## config.mk

```make
export PLATFORM = sky130hd
export DESIGN_NAME = and_func
export DESIGN_NICKNAME = d
export VERILOG_FILES = /design/src/rtl/and_func.sv
export SDC_FILE = /design/constraint.sdc
export NUM_CORES = 1
export LEC_CHECK = 0
export CORE_AREA = 2 2 101 103
export CTS_BUF_LIST = sky130_fd_sc_hd__clkbuf_16
export CTS_CLUSTER_SIZE = 28
export DETAILED_ROUTE_END_ITERATION = 10
export DIE_AREA = 0 0 103 105
export PLACE_DENSITY = 0.85
export SYNTH_ARGS = -nofsm -noshare
export SYNTH_HDL_FRONTEND = slang
export SYNTH_SLANG_ARGS = --single-unit
```

## constraint.sdc

```tcl
create_clock -name clk -period 1.7 [get_ports clk]
set_input_delay 0.255 -clock clk [delete_from_list [all_inputs] [get_ports clk]]
set_output_delay 0.255 -clock clk [all_outputs]
set_load 0.005 [all_outputs]
```

## src/rtl/and_func.sv

```systemverilog
`default_nettype none
// ============================================================================
//  Module   : and_func
//  Brief    : Bitwise AND unit. A combinational result path plus a one-cycle
//             registered path with zero/sign/overflow flags and a valid strobe.
//  Revision : 1.0 - initial release
// ============================================================================
module and_func #(
  parameter int WIDTH = 64
) (
  input  logic             clk,
  input  logic             rst_n,
  input  logic [WIDTH-1:0] a,
  input  logic [WIDTH-1:0] b,
  input  logic             in_valid,
  output logic [WIDTH-1:0] result,
  output logic             overflow,
  output logic [WIDTH-1:0] result_q,
  output logic             zf_q,
  output logic             sf_q,
  output logic             of_q,
  output logic             out_valid
);

  // Raw bit pattern AND; signedness only matters for the sign flag.
  logic [WIDTH-1:0] w_and;

  // Next-state values for the registered outputs.
  logic [WIDTH-1:0] result_d;
  logic             zf_d;
  logic             sf_d;
  logic             of_d;
  logic             out_valid_d;

  // Combinational outputs stay live through reset and ignore in_valid.
  always_comb begin
    w_and    = a & b;
    result   = w_and;
    overflow = 1'b0;   // a logical AND can never overflow
  end

  // Capture on in_valid; otherwise hold the data/flags and drop the strobe.
  always_comb begin
    result_d    = result_q;
    zf_d        = zf_q;
    sf_d        = sf_q;
    of_d        = of_q;
    out_valid_d = 1'b0;
    if (in_valid) begin
      result_d    = w_and;
      zf_d        = (w_and == '0);
      sf_d        = w_and[WIDTH-1];
      of_d        = 1'b0;
      out_valid_d = 1'b1;
    end
  end

  // Output registers; reset clears them immediately, without a clock edge.
  always_ff @(posedge clk or negedge rst_n) begin
    if (!rst_n) begin
      result_q  <= '0;
      zf_q      <= 1'b1;   // reset result is zero, so the zero flag is set
      sf_q      <= 1'b0;
      of_q      <= 1'b0;
      out_valid <= 1'b0;
    end else begin
      result_q  <= result_d;
      zf_q      <= zf_d;
      sf_q      <= sf_d;
      of_q      <= of_d;
      out_valid <= out_valid_d;
    end
  end

endmodule
`default_nettype wire

```

==> summary.md <==
The run finished, with violations left. The checks that failed: setup timing. STA puts the critical path data required time at 1.92 ns. In the post-synthesis netlist, the biggest area contributors are dfrtp_1 (53%), mux2_2 (24%), and2_1 (13%). The buffers plus inverters on the worst setup path works out to 1. The worst stage delay on the critical path came out at 0.55 ns. Total length of routed met2 wires: 6.216 mm. TritonCTS built the clock tree. The synthesized design spends more area on one cell type than any other, namely dfrtp_1.

The fraction of synthesized cell area taken by the top area cell type was 0.5345. Across all layers, the routed design uses 3,147 vias. The die covers 0.01082 mm2.

The cell that appears most often on the critical path is or4_4. The library cell with the highest instance count after synthesis is dfrtp_1. Hold is met by 0.4031 ns. For this run the aggregate overflow at the end of global routing stands at 0. The transition time at the pin with the least slew margin works out to 0.8639 ns.

The critical path goes through buf_6 -> and2_4 -> or4_4 -> or4b_4 -> or4_4 -> o32ai_2. Worst hold path depth: 4. Dividing the synthesized area by the synthesized cell count gives 12.89 um2.

The tools report the placement-stage cell area as 0.006147 mm2. Among cell families on the critical path, the largest total delay comes from simple AND/OR/NAND/NOR gates. Fraction of layout cells with a size suffix above 1: 0.3593. After synthesis, the netlist uses 19 different library cells. In this run the vertical extent of the chip is 105 um. The run gives 0.2034 as the global-route total usage across every layer. The worst-path cell with the longest stage delay was or4_4. Setup repair after global routing could not meet its margin everywhere. Fraction of registers with async set or reset after synthesis: 1.000. The worst hold path begins at b[56]. The cell leakage power was 3.103 nW; the horizontal extent of the die was 103 um.

The number of clock buffers added by TritonCTS is 9. The level count of the clock H-tree came out at 3. In this run the worst path has a maximum fanout of 2.

The global placer's final weighted congestion was 0.8326. The final wirelength is 11.37 mm, and the wire length on met3 is 1.051 mm. The area of all sequential standard cells came out at 0.001653 mm2. The run gives 0.4241 as the worst max-slew margin expressed relative to the limit. The first detailed-routing pass took 4 iterations. For the finished layout, the period the worst path requires is 2.069 ns. By count the netlist is led by dfrtp_1 (65), mux2_2 (64), and2_1 (62). The share of the cycle needed by the critical path after routing was 1.217; the number of antenna violations at the first check in global routing was 0.

The logs give 3,403 for the via count of the first global-routing pass and 16.98 mm for the global-route wire length before repair. The run gives 3.906 mm as the wire length on met1. The via count normalized by instance count is 4.509. The total area inside the core boundary comes to 0.009639 mm2.

The tools report the reg-to-reg startpoint as result_q[33]. The tools report the worst min-delay path endpoint as result_q[56]. For the total of endpoints with negative setup slack in the final report, the log shows 1. The tools report the capturing element type of the critical path as a register. At the worst endpoint, the arrival time is 2.29 ns. The tools report the worst flop-to-flop path endpoint as result_q[33]. The critical path runs through a total of 6 cells.

The proportion of synthesized chip area in sequential cells came out at 0.5432. Yosys mapped a number of flops with a built-in enable equal to 0. For this design the ratio of total power to cell area is 701.3 mW/mm2. No sink is reached through more buffers than the 2 on the longest clock path.

Detailed placement finished with a half-perimeter wire length of 8.828 mm. The port buffer count came out at 261. The highest layer used for signal routing is met4. The cell area that synthesis handed to floorplanning was 0.003043 mm2.

The design draws 4.598 mW. Clock tree synthesis found a total of 66 sinks. The clock arrives with 0 ns of skew. The worst-case register-to-register setup slack was 0.92 ns. The tightest min-delay check is of the primary input to register type. Entering global routing, the biggest net connects 67 pins. The number of fill cells is 735, and the net total in the final layout is 691.

The floorplan has 36 rows. The total number of yosys warnings was 0. The dominant synthesized flop cell is dfrtp_1.

The DRC violation total after the first TritonRoute iteration was 74; the worst-case vdd ir drop was 0.4422 mV. The utilization after layout was 0.6802. The post-layout instance area was 0.006556 mm2; the synthesis-stage register bit count was 66. The path depth of the worst reg2reg path was 1; the per-cell routed wire length was 16.29 um. Summed over all failing endpoints, the final setup total negative slack is -0.3690 ns. Classification of the worst setup path: primary input to register. The setup slack after layout is -0.3690 ns. In the final layout, the multi-input gates occupy 0.001489 mm2. Max-cap violations in this run came to 0. In the synthesized netlist, the number of instances is 236. The tools report the remaining antenna violation count after routing as 0. Clock-pin slew was measured on the worst setup and hold paths at 0.05 ns. The I/O pin total came out at 264. Static timing analysis puts the maximum clock frequency at 483.3 MHz.

In this run the clock root is driven by a clkbuf_16. Initial core utilization: 0.3157. After detailed routing, the number of remaining DRC violations is 0.

The final-report max-slew violation count was 0; the source-to-sink clock delay at the later pin of the worst-skew pair was 0.31 ns. 0 antenna diodes ended up in the layout. The final number of hold-violating endpoints is 0.

The post-synthesis to final-layout area growth is 115.5%. The worst setup path is launched from a primary input.
[per-layer routing]
layer	vias up	GRT usage
li1	1468	-
met1	1500	0.2008
met4	0	0.07425
met2	163	0.3840
met3	16	0.06555
met5	-	0
[per-stage QoR]
step | std cells | setup WS, ns
final | 698 | -0.3690
after global routing | 698 | -0.4018
after CTS | 696 | -0.4497
after detailed placement | 670 | -1.071
after global placement | 670 | -1.002
after floorplan | 237 | -0.4403
[what timing repair did]
item | CTS | global route
pin swaps | 27 | 16
setup endpoints to repair | 45 | 12
hold buffers | 1 | 0
setup buffers | 9 | 2
resized for setup | 127 | 29
endpoints found under the hold margin | 65 | 0
[power breakdown]
part / total [mW] / leakage (nW) / internal [mW] / switching, mW
clock network: 1.57 / 0.140 / 0.956 / 0.613
logic: 1.25 / 2.12 / 0.872 / 0.381
registers: 1.78 / 0.847 / 1.71 / 0.0683
total: 4.60 / 3.10 / 3.54 / 1.06
[final cells by class]
class                      instances  share of cell area
clock inverter                     7            0.004580
multi-input combinational        160              0.2271
clock buffer                       9             0.03435
tap                              133             0.02538
timing repair buffer             322              0.4559
inverter                           1           0.0005725
sequential                        66              0.2521
[cell usage in the layout (no fill, tap or decap), types with 5 or more instances in the layout]
| cell | n |
|---|---|
| nor2_1 | 5 |
| mux2_2 | 64 |
| and2_1 | 27 |
| clkdlybuf4s15_1 | 13 |
| buf_2 | 8 |
| clkbuf_16 | 9 |
| buf_4 | 59 |
| and2_4 | 36 |
| clkdlybuf4s50_1 | 190 |
| or4_4 | 9 |
| dfrtp_1 | 65 |
| dlymetal6s2s_1 | 5 |
| dlygate4sd2_1 | 40 |
[registers in the layout, indices dropped and copies added, names as in the netlist]
name,cells
result_q,64
out_valid,1
zf_q,1
[worst max path at each step]
stage / startpoint / to
floorplan: a[8] / zf_q
global placement: a[8] / zf_q
detailed placement: a[8] / zf_q
CTS: b[56] / zf_q
global route: b[56] / zf_q
finish: b[56] / zf_q
[worst min-delay path, stage by stage]
cell and delay, ns:
buf_6 0.07, and2_4 0.13, buf_4 0.10, mux2_2 0.13
[kinds of logic after synthesis]
logic type / count (synthesis) / synth area share
mux: 64 / 0.2368
flops: 66 / 0.5432
compound gates: 5 / 0.01522
other cells: 1 / 0.001232
simple gates: 89 / 0.1863
buf+inv: 11 / 0.01727
No activity file was read; power rests on OpenSTA's default activity.
